File: config.mk
export PLATFORM = sky130hd
export DESIGN_NAME = maze_env
export DESIGN_NICKNAME = d
export VERILOG_FILES = /design/src/rtl/maze_env.sv
export SDC_FILE = /design/constraint.sdc
export NUM_CORES = 1
export LEC_CHECK = 0
export BUFFER_PORTS_ARGS = -buffer_cell sky130_fd_sc_hd__buf_2
export CAP_MARGIN = 20
export CORE_ASPECT_RATIO = 1.4
export CORE_MARGIN = 2
export CORE_UTILIZATION = 51
export DETAILED_ROUTE_END_ITERATION = 10
export PLACE_DENSITY_LB_ADDON = 0.2
export SKIP_CTS_REPAIR_TIMING = 1
export SLEW_MARGIN = 20
export SYNTH_ARGS = -nofsm -noshare
export SYNTH_HDL_FRONTEND = slang
export SYNTH_SLANG_ARGS = --single-unit
export TNS_END_PERCENT = 5
File: constraint.sdc
create_clock -name clk -period 3 [get_ports clk]
set_input_delay 0.6 -clock clk [delete_from_list [all_inputs] [get_ports clk]]
set_output_delay 0.6 -clock clk [all_outputs]
set_load 0.01 [all_outputs]
File: src/rtl/maze_env.sv
// Grid-world model closing the loop around a robot controller: turns f/r commands into
// h/l wall sensors while tracking position, heading, accepted moves and goal arrival.
module maze_env #(
    parameter int unsigned MAP_W = 8,
    parameter int unsigned MAP_H = 8,
    parameter logic [MAP_W*MAP_H-1:0] MAP_BITS = '0,
    parameter int unsigned START_X = 0,
    parameter int unsigned START_Y = 0,
    parameter logic [1:0] START_DIR = 2'd0,
    parameter int unsigned GOAL_X = MAP_W - 1,
    parameter int unsigned GOAL_Y = MAP_H - 1
) (
    input  logic        clk,
    input  logic        rst_n,
    input  logic        step,
    input  logic        f,
    input  logic        r,
    output logic        h,
    output logic        l,
    output logic [3:0]  pos_x,
    output logic [3:0]  pos_y,
    output logic [1:0]  dir,
    output logic        bump,
    output logic        cmd_err,
    output logic        done,
    output logic [15:0] moves
);

    localparam logic START_DONE = (START_X == GOAL_X) && (START_Y == GOAL_Y);

    if (MAP_BITS[START_Y*MAP_W+START_X]) begin : g_bad_start
        $error("maze_env: start cell (%0d,%0d) is a wall", START_X, START_Y);
    end

    // Signed 6-bit coordinates so stepping off either edge goes out of range, never wraps.
    function automatic logic signed [5:0] off_x(input logic [1:0] d);
        return (d == 2'd1) ? 6'sd1 : (d == 2'd3) ? -6'sd1 : 6'sd0;
    endfunction

    function automatic logic signed [5:0] off_y(input logic [1:0] d);
        return (d == 2'd0) ? -6'sd1 : (d == 2'd2) ? 6'sd1 : 6'sd0;
    endfunction

    function automatic logic cell_blocked(input logic signed [5:0] x,
                                          input logic signed [5:0] y);
        logic [7:0] idx;
        if (x < 6'sd0 || y < 6'sd0 || x >= $signed(6'(MAP_W)) || y >= $signed(6'(MAP_H))) begin
            return 1'b1;
        end
        idx = 8'(y[3:0]) * 8'(MAP_W) + 8'(x[3:0]);
        return MAP_BITS[idx];
    endfunction

    logic [3:0]  pos_x_q, pos_x_d, pos_y_q, pos_y_d;
    logic [1:0]  dir_q, dir_d, left_dir;
    logic        bump_q, bump_d, cmd_err_q, cmd_err_d, done_q, done_d;
    logic [15:0] moves_q, moves_d;
    logic signed [5:0] ahead_x, ahead_y, left_x, left_y;

    always_comb begin
        left_dir = dir_q + 2'd3;
        ahead_x  = $signed({2'b00, pos_x_q}) + off_x(dir_q);
        ahead_y  = $signed({2'b00, pos_y_q}) + off_y(dir_q);
        left_x   = $signed({2'b00, pos_x_q}) + off_x(left_dir);
        left_y   = $signed({2'b00, pos_y_q}) + off_y(left_dir);
        h        = cell_blocked(ahead_x, ahead_y);
        l        = cell_blocked(left_x, left_y);
    end

    always_comb begin
        pos_x_d   = pos_x_q;
        pos_y_d   = pos_y_q;
        dir_d     = dir_q;
        moves_d   = moves_q;
        done_d    = done_q;
        bump_d    = 1'b0;
        cmd_err_d = 1'b0;
        if (step && !done_q) begin
            if (r) begin
                dir_d     = dir_q + 2'd1;
                cmd_err_d = f;
            end else if (f) begin
                if (h) begin
                    bump_d = 1'b1;
                end else begin
                    pos_x_d = ahead_x[3:0];
                    pos_y_d = ahead_y[3:0];
                    if (moves_q != 16'hFFFF) moves_d = moves_q + 16'd1;
                    if (ahead_x == $signed(6'(GOAL_X)) && ahead_y == $signed(6'(GOAL_Y))) begin
                        done_d = 1'b1;
                    end
                end
            end
        end
    end

    always_ff @(posedge clk or negedge rst_n) begin
        if (!rst_n) begin
            pos_x_q   <= 4'(START_X);
            pos_y_q   <= 4'(START_Y);
            dir_q     <= START_DIR;
            bump_q    <= 1'b0;
            cmd_err_q <= 1'b0;
            done_q    <= START_DONE;
            moves_q   <= 16'd0;
        end else begin
            pos_x_q   <= pos_x_d;
            pos_y_q   <= pos_y_d;
            dir_q     <= dir_d;
            bump_q    <= bump_d;
            cmd_err_q <= cmd_err_d;
            done_q    <= done_d;
            moves_q   <= moves_d;
        end
    end

    assign pos_x   = pos_x_q;
    assign pos_y   = pos_y_q;
    assign dir     = dir_q;
    assign bump    = bump_q;
    assign cmd_err = cmd_err_q;
    assign done    = done_q;
    assign moves   = moves_q;

endmodule
==> results of run 1 <==
==> cell usage in the layout, fill, tap and decap left out, types with 3 or more instances in the layout <==
cell | synthesis | routed
buf_2 | 6 | 34
dfrtp_1 | 29 | 27
inv_1 | 17 | 15
nand2_1 | 14 | 13
nand3_1 | 12 | 12
xor2_1 | 13 | 12
ha_1 | 21 | 12
buf_4 | 0 | 12
nor3_1 | 11 | 11
xnor2_1 | 12 | 11
nor2_1 | 12 | 10
o21ai_0 | 8 | 7
mux2_2 | 7 | 7
ha_4 | 0 | 6
a21oi_1 | 9 | 5
clkbuf_8 | 0 | 5
a21oi_2 | 2 | 4
a21o_1 | 4 | 4
nand2b_1 | 3 | 3
and3_1 | 3 | 3
nor4_1 | 5 | 3
ha_2 | 0 | 3
clkbuf_1 | 2 | 3
buf_6 | 1 | 3
==> power groups by stage <==
stage	clock (uW)	combinational, uW	sequential, uW
2_1_floorplan	0	1010	602
3_3_place_gp	0	1390	607
3_5_place_dp	0	1410	610
4_1_cts	318	1420	604
5_1_grt	329	1980	655
6_report	315	1810	635
==> metal layers <==
metal / global-route usage / share of wire
met1: 0.225 / 0.41
met2: 0.373 / 0.53
met3: 0.0389 / 0.034
met4: 0.0767 / 0.028
met5: 0 / 0
==> worst max-delay path, cell delays in order (launching register included) <==
cell      delay [ns]
dfrtp_2         0.46
inv_4           0.08
ha_4            0.16
or2_4           0.25
ha_4            0.18
and4b_1         0.19
a211oi_2        0.20
o221ai_1        0.16
a21oi_2         0.25
nand2_2         0.10
buf_6           0.13
==> worst min path at each step <==
stage	from	endpoint	slack, ns	cells past startpoint
finish	rst_n	bump	0.34	1
global route	rst_n	bump	0.42	1
CTS	rst_n	bump	0.37	1
detailed placement	moves[13]	moves[13]	0.48	1
global placement	moves[4]	moves[4]	0.48	1
floorplan	rst_n	bump	0.30	0
==> sequential cells by signal, summed over array words and instances, names as in the netlist <==
name / flops
pos_y: 4
done: 1
dir: 2
pos_x: 4
cmd_err: 1
bump: 1
moves: 16
==> through the flow <==
stage                     instances  area [sq um]
final                           316          2710
after global placement          303          2370
after CTS                       311          2450
after global routing            316          2710
after detailed placement        303          2370
after floorplan                 224          2120
==> final cells by class <==
cell class | instances | area (sq um) | area share
Clock buffer | 8 | 80.1 | 0.0296
Inverter | 17 | 68.8 | 0.0254
Multi-Input combinational cell | 169 | 1470 | 0.542
Sequential cell | 29 | 728 | 0.269
Tap cell | 43 | 53.8 | 0.0199
Timing Repair Buffer | 50 | 309 | 0.114
==> cell families after synthesis <==
kind of cell / synth area share
AND/OR/NAND/NOR: 0.197
AO/OA/AOI/OAI: 0.115
flip-flops: 0.345
buffers and inverters: 0.0535
XOR/XNOR: 0.104
adder cells (fa/ha/maj): 0.144
multiplexers: 0.0422
==> impl_metrics.env, run 1 <==
export IMPL_status="finished, violations left"
export IMPL_violations="negative setup slack"
export IMPL_track_usage=0.204
export IMPL_switchingPower_uw=1230
export IMPL_port_buffers=35
export IMPL_coreArea_sq_um=3950
export IMPL_p_int_uw=1530
export IMPL_synth_most_common_cell="dfrtp_1"
export IMPL_clock_latency_ns=0.28
export IMPL_hold_slack_ns=0.343
export IMPL_drive_above_1_share=0.355
export IMPL_slew_violations=0
export IMPL_p_leak_uw=0.00130
export IMPL_min_period_over_period=1.01
export IMPL_hpwl_mm=3.27
export IMPL_dr_pass1_iters=4
export IMPL_cts_max_level=2
export IMPL_finalSetupTns_ns=-0.0471
export IMPL_crit_end="h"
export IMPL_synth_area_leader_cell="dfrtp_1"
export IMPL_crit_required_ns=2.40
export IMPL_r2r_slack_ns=0
export IMPL_dr_first_iter_drc_count=29
export IMPL_antenna_found_initial=0
export IMPL_netlist_area_sq_um=2100
export IMPL_critPathCaptureType="primary output"
export IMPL_r2r_start="dir[0]"
export IMPL_synth_top_area_frac=0.345
export IMPL_critical_path_class="flip-flop to primary output"
export IMPL_powerDensity_nw_per_um2=1020
export IMPL_clk_pin_slew_ns=0.07
export IMPL_fin_util=0.685
export IMPL_cp_start_kind="flip-flop"
export IMPL_cts_max_path_buffers=2
export IMPL_die_h_um=80.0
export IMPL_cts_tree="done"
export IMPL_hold_path_class="input pin to asynchronous set/reset pin"
export IMPL_yosysWarningCount=0
export IMPL_skew_ns=0.00667
export IMPL_critPathMaxFanout=5
export IMPL_synthCells=224
export IMPL_drc=0
export IMPL_cts_buffers=5
export IMPL_grt_max_degree=30
export IMPL_gp_congestion=0.794
export IMPL_ys_ff_latch=29
export IMPL_cts_root_buf="clkbuf_8"
export IMPL_synth_edf_count=0
export IMPL_pin_count=36
export IMPL_diodes=0
export IMPL_slew_headroom=0.562
export IMPL_vias_per_cell=5.69
export IMPL_yosysSeqAreaShare=0.345
export IMPL_power_total_uw=2760
export IMPL_reg2reg_depth=11
export IMPL_worst_slack_ns=-0.0438
export IMPL_fin_crit_ns=3.04
export IMPL_combPwrFrac=0.656
export IMPL_clock_sinks=29
export IMPL_synth_cell_types=42
export IMPL_yosys_top_cells_area="dfrtp_1, ha_1, xor2_1"
export IMPL_filler_cell_count=330
export IMPL_place_ws_ns=-0.0348
export IMPL_setup_viol=2
export IMPL_hold_violations=0
export IMPL_synth_nets=252
export IMPL_crit_path_start="dir[0]"
export IMPL_area_growth_pct=28.7
export IMPL_wl_mm=4.56
export IMPL_yosys_top_cells_count="dfrtp_1, ha_1, inv_1, nand2_1, xor2_1"
export IMPL_worst_slew_pin_slew_ns=0.657
export IMPL_synth_async_reset_ratio=1.00
export IMPL_rsz0062_at_grt="yes"
export IMPL_post_drt_wl_per_cell_um=14.4
export IMPL_rows=27
export IMPL_vias=1797
export IMPL_die_w_um=58.3
export IMPL_swShare=0.447
export IMPL_start_util=0.532
export IMPL_synthFlopType="dfrtp_1"
export IMPL_ant_nets=0
export IMPL_power_share_clock=0.114
export IMPL_grt_pass1_wl_mm=7.30
export IMPL_worstReg2RegEnd="moves[14]"
export IMPL_nets=300
export IMPL_cap_viol_max_count=0
export IMPL_overflow=0
export IMPL_fmaxAchievable_mhz=329
export IMPL_grt_pass1_vias=1680
export IMPL_crit_arrival_ns=2.44
export IMPL_ir_drop_v=0.000651
export IMPL_dieArea_sq_um=4660
export IMPL_avgSynthCellArea_sq_um=9.40
export IMPL_seq_power_share=0.230
Power figures use the tool's default switching activity.
==> run 2, diff against run 1 <==
--- a/config.mk
+++ b/config.mk
@@ -9,7 +9,7 @@
 export CAP_MARGIN = 20
 export CORE_ASPECT_RATIO = 1.4
 export CORE_MARGIN = 2
-export CORE_UTILIZATION = 51
+export CORE_UTILIZATION = 40
 export DETAILED_ROUTE_END_ITERATION = 10
 export PLACE_DENSITY_LB_ADDON = 0.2
 export SKIP_CTS_REPAIR_TIMING = 1
==> impl_metrics.env, run 2 (synthesis gave the netlist of run 1 again) <==
export IMPL_status="finished, violations left"
export IMPL_violations="negative setup slack"
export IMPL_worst_path_buf_inv=2
export IMPL_coreArea_sq_um=5120
export IMPL_hold_path_class="input pin to asynchronous set/reset pin"
export IMPL_cts_root_buf="clkbuf_8"
export IMPL_vias_per_cell=5.20
export IMPL_area_growth_pct=36.1
export IMPL_rsz0062_at_grt="yes"
export IMPL_slew_violations=0
export IMPL_dr_pass1_iters=4
export IMPL_final_cell_count_no_fill=349
export IMPL_worstReg2RegEnd="moves[1]"
export IMPL_crit_required_ns=2.40
export IMPL_cts_max_path_buffers=2
export IMPL_worst_slew_pin_slew_ns=0.678
export IMPL_track_usage=0.171
export IMPL_layout_commonest_cell="buf_2"
export IMPL_clock_latency_ns=0.28
export IMPL_clock_sinks=29
export IMPL_cts_max_level=2
export IMPL_diodes=0
export IMPL_vias=1814
export IMPL_cpLargestDelayFamily="simple AND/OR/NAND/NOR gates"
export IMPL_r2r_slack_ns=0.16
export IMPL_slew_headroom=0.548
export IMPL_fin_crit_ns=3.08
export IMPL_dr_first_iter_drc_count=74
export IMPL_min_period_over_period=1.03
export IMPL_worst_slack_ns=-0.0833
export IMPL_place_inst=328
export IMPL_drive_above_1_share=0.389
export IMPL_dieArea_sq_um=5870
export IMPL_post_drt_wl_per_cell_um=14.5
export IMPL_power_total_uw=3010
export IMPL_gp_congestion=0.773
export IMPL_critical_path_class="flip-flop to primary output"
export IMPL_grt_pass1_vias=1721
export IMPL_critPathCaptureType="primary output"
export IMPL_ir_drop_v=0.000507
export IMPL_hold_violations=0
export IMPL_rows=31
export IMPL_grt_max_degree=30
export IMPL_critical_path_max_stage_delay_ns=0.46
export IMPL_die_h_um=89.8
export IMPL_hpwl_mm=3.55
export IMPL_antenna_found_initial=0
export IMPL_clk_pin_slew_ns=0.07
export IMPL_cts_buffers=5
export IMPL_largest_reg_flops=16
export IMPL_crit_slowest_cell="dfrtp_2"
export IMPL_cap_viol_max_count=0
export IMPL_die_w_um=65.3
export IMPL_p_leak_uw=0.00137
export IMPL_start_util=0.411
export IMPL_wl_mm=5.06
export IMPL_r2r_start="dir[1]"
export IMPL_overflow=0
export IMPL_cp_start_kind="flip-flop"
export IMPL_skew_ns=0.00298
export IMPL_pin_count=36
export IMPL_reg2reg_depth=10
export IMPL_nets=310
export IMPL_critPathMaxFanout=8
export IMPL_finalSetupTns_ns=-0.123
export IMPL_cts_tree="done"
export IMPL_crit_path_cell_trace="buf_4 > ha_1 > nor4bb_4 > a21oi_1 > o21ai_1 > a21oi_2 > or2_2 > nand2_1 > buf_2"
export IMPL_crit_arrival_ns=2.48
export IMPL_final_cell_mix="buf_2, dfrtp_1, buf_4"
export IMPL_setup_viol=2
export IMPL_powerDensity_nw_per_um2=1050
export IMPL_ant_nets=0
export IMPL_port_buffers=35
export IMPL_grt_pass1_wl_mm=8.05
export IMPL_drc=0
export IMPL_fmaxAchievable_mhz=324
[run 2: cell count changes in the layout (fill, tap and decap cells not counted), moves of 2 or more]
cell	before	now
clkbuf_1	3	1
buf_4	12	23
o21ai_1	0	2
buf_6	3	1
ha_4	6	9
inv_2	0	2
ha_2	3	1
[run 2: where the power goes]
part / leakage (uW) / internal (uW) / switching, uW
logic: 0.000932 / 976 / 976
clock network: 0.0000585 / 271 / 155
registers: 0.000377 / 472 / 163
total: 0.00137 / 1720 / 1290
[run 2: how the worst max path moves through the flow]
stage / from / to / slack [ns] / depth (start not counted)
3_3_place_gp: dir[0] / h / 0.12 / 10
5_1_grt: dir[1] / h / -0.16 / 9
4_1_cts: dir[0] / l / -0.24 / 11
6_report: dir[1] / h / -0.08 / 9
2_1_floorplan: dir[0] / moves[14] / 0.02 / 11
3_5_place_dp: dir[1] / moves[14] / 0.05 / 11
[run 2: layout make-up]
| cell class | instances | area (sq um) |
|---|---|---|
| inverters | 17 | 66.3 |
| repair buffers | 60 | 374 |
| well taps | 66 | 82.6 |
| clock buffers | 7 | 86.3 |
| fillers | 487 | 2250 |
| clock inverters | 1 | 30.0 |
| flip-flops and latches | 29 | 728 |
| multi-input cells | 169 | 1500 |
[run 2: per-layer routing]
layer	share of wire	vias to the layer above	wire length, um	GRT usage
met5	0	-	0	0
met4	0.010	0	53	0.0417
met3	0.030	6	150	0.0313
met2	0.57	28	2880	0.307
met1	0.39	881	1980	0.206
li1	-	899	-	-
[run 2: worst reg2reg max path: cells and delay by family, from the launching register on]
kind | cells | cell delay, ns
AOI/OAI and AO/OA | 3 | 0.62
adders and majority gates | 1 | 0.33
buffers and inverters | 3 | 0.51
DFF | 1 | 0.46
muxes | 1 | 0.34
and+or+nand+nor | 2 | 0.47
[run 2: metrics by stage]
stage	util	hold WS (ns)	instance area, sq um	setup slack [ns]
detailed placement	0.472	0.482	2420	0.0542
finish	0.560	0.359	2870	-0.0833
global placement	0.472	0.482	2420	0.117
floorplan	-	0.304	2120	0.0159
CTS	0.495	0.382	2530	-0.244
global route	0.560	0.416	2870	-0.158
==> run 3, diff against run 2 <==
--- a/config.mk
+++ b/config.mk
@@ -7,9 +7,11 @@
 export LEC_CHECK = 0
 export BUFFER_PORTS_ARGS = -buffer_cell sky130_fd_sc_hd__buf_2
 export CAP_MARGIN = 20
+export CELL_PAD_IN_SITES_DETAIL_PLACEMENT = 2
+export CELL_PAD_IN_SITES_GLOBAL_PLACEMENT = 2
 export CORE_ASPECT_RATIO = 1.4
 export CORE_MARGIN = 2
-export CORE_UTILIZATION = 40
+export CORE_UTILIZATION = 31
 export DETAILED_ROUTE_END_ITERATION = 10
 export PLACE_DENSITY_LB_ADDON = 0.2
 export SKIP_CTS_REPAIR_TIMING = 1
==> impl_metrics.env, run 3 (synthesis gave the netlist of run 1 again) <==
export IMPL_grt_pass1_vias=1991
export IMPL_filler_cell_count=741
export IMPL_slew_violations=0
export IMPL_critPathCaptureType="primary output"
export IMPL_cap_viol_max_count=0
export IMPL_cts_buffers=5
export IMPL_drc=0
export IMPL_rows=35
export IMPL_slew_headroom=0.537
export IMPL_place_ws_ns=-0.0701
export IMPL_clk_pin_slew_ns=0.07
export IMPL_critPathMaxFanout=6
export IMPL_ir_drop_v=0.000384
export IMPL_gp_congestion=0.757
export IMPL_setup_viol=2
export IMPL_cts_tree="done"
export IMPL_r2r_start="dir[0]"
export IMPL_vias_per_cell=5.31
export IMPL_violations="negative setup slack"
export IMPL_cp_start_kind="flip-flop"
export IMPL_start_util=0.320
export IMPL_min_period_over_period=1.05
export IMPL_dieArea_sq_um=7470
export IMPL_largest_reg_flops=16
export IMPL_finalSetupTns_ns=-0.157
export IMPL_pin_count=36
export IMPL_r2r_slack_ns=0.02
export IMPL_die_w_um=73.6
export IMPL_hold_path_class="input pin to asynchronous set/reset pin"
export IMPL_ant_nets=0
export IMPL_reg2reg_depth=11
export IMPL_cts_root_buf="clkbuf_8"
export IMPL_hpwl_mm=4.47
export IMPL_track_usage=0.166
export IMPL_clock_sinks=29
export IMPL_worstReg2RegEnd="moves[14]"
export IMPL_status="finished, violations left"
export IMPL_overflow=0
export IMPL_dr_pass1_iters=4
export IMPL_skew_ns=0.00500
export IMPL_hold_violations=0
export IMPL_nets=303
export IMPL_fmaxAchievable_mhz=319
export IMPL_powerDensity_nw_per_um2=1040
export IMPL_final_cell_mix="buf_2, dfrtp_1, buf_4"
export IMPL_coreArea_sq_um=6570
export IMPL_post_drt_wl_per_cell_um=17.0
export IMPL_antenna_found_initial=0
export IMPL_die_h_um=101
export IMPL_layout_commonest_cell="buf_2"
export IMPL_grt_max_degree=30
export IMPL_grt_pass1_wl_mm=9.61
export IMPL_vias=1857
export IMPL_dr_first_iter_drc_count=41
export IMPL_worst_slack_ns=-0.136
export IMPL_port_buffers=35
export IMPL_cts_max_level=2
export IMPL_rsz0062_at_grt="yes"
export IMPL_crit_required_ns=2.40
export IMPL_wl_mm=5.94
export IMPL_crit_arrival_ns=2.54
export IMPL_fin_crit_ns=3.14
export IMPL_critical_path_class="flip-flop to primary output"
export IMPL_cts_max_path_buffers=2
export IMPL_area_growth_pct=29.5
export IMPL_diodes=0
export IMPL_p_leak_uw=0.00132
export IMPL_drive_above_1_share=0.351
export IMPL_worst_slew_pin_slew_ns=0.695
export IMPL_clock_latency_ns=0.28
==> run 3: cell count changes in the layout (fill, tap and decap cells not counted), sizes merged <==
cell    change
buf         -7
clkbuf      +1
bufinv      -1
==> run 3: stage by stage <==
stage          area [sq um]  instances  hold WS (ns)  total power, uW  utilization
2_1_floorplan          2120        224         0.304             1610            -
3_3_place_gp           2450        339         0.486             2130        0.373
3_5_place_dp           2450        339         0.481             2190        0.373
4_1_cts                2530        347         0.379             2530        0.385
5_1_grt                2730        350         0.401             3090        0.415
6_report               2730        350         0.357             2830        0.415
==> run 3: report_power, final <==
| group | internal (uW) | leakage (uW) | total [uW] | switching, uW |
|---|---|---|---|---|
| sequential | 472 | 0.000377 | 612 | 140 |
| clock | 165 | 0.0000395 | 320 | 155 |
| combinational | 884 | 0.000899 | 1900 | 1020 |
| total | 1520 | 0.00132 | 2830 | 1310 |
==> run 3: layout make-up <==
type	instances	area [sq um]	area share
Clock buffer	8	80.1	0.0294
Multi-Input combinational cell	169	1430	0.524
Tap cell	74	92.6	0.0340
Timing Repair Buffer	53	328	0.120
Sequential cell	29	728	0.267
Inverter	17	68.8	0.0252
==> run 3: worst max path at each step <==
| stage | to | cells past startpoint | start |
|---|---|---|---|
| 2_1_floorplan | moves[14] | 11 | dir[0] |
| 3_3_place_gp | h | 10 | dir[0] |
| 3_5_place_dp | moves[14] | 12 | dir[1] |
| 4_1_cts | h | 12 | dir[1] |
| 5_1_grt | h | 9 | dir[0] |
| 6_report | h | 10 | dir[1] |
==> run 3: layer usage <==
| metal | global-route usage | vias to the layer above | wire, um |
|---|---|---|---|
| met5 | 0 | - | 0 |
| met4 | 0.0503 | 0 | 111 |
| met3 | 0.0269 | 9 | 176 |
| met2 | 0.304 | 31 | 3340 |
| met1 | 0.193 | 936 | 2320 |
| li1 | - | 881 | - |
==> run 3: critical path, cell delays in order, from the launching register on <==
cell and delay [ns]:
dfrtp_2 0.47, ha_4 0.19, xor2_2 0.14, ha_2 0.21, nor4bb_2 0.17, a21oi_1 0.23, o21ai_2 0.12, o21a_1 0.22
or2_2 0.32, nand2_2 0.09, buf_6 0.10
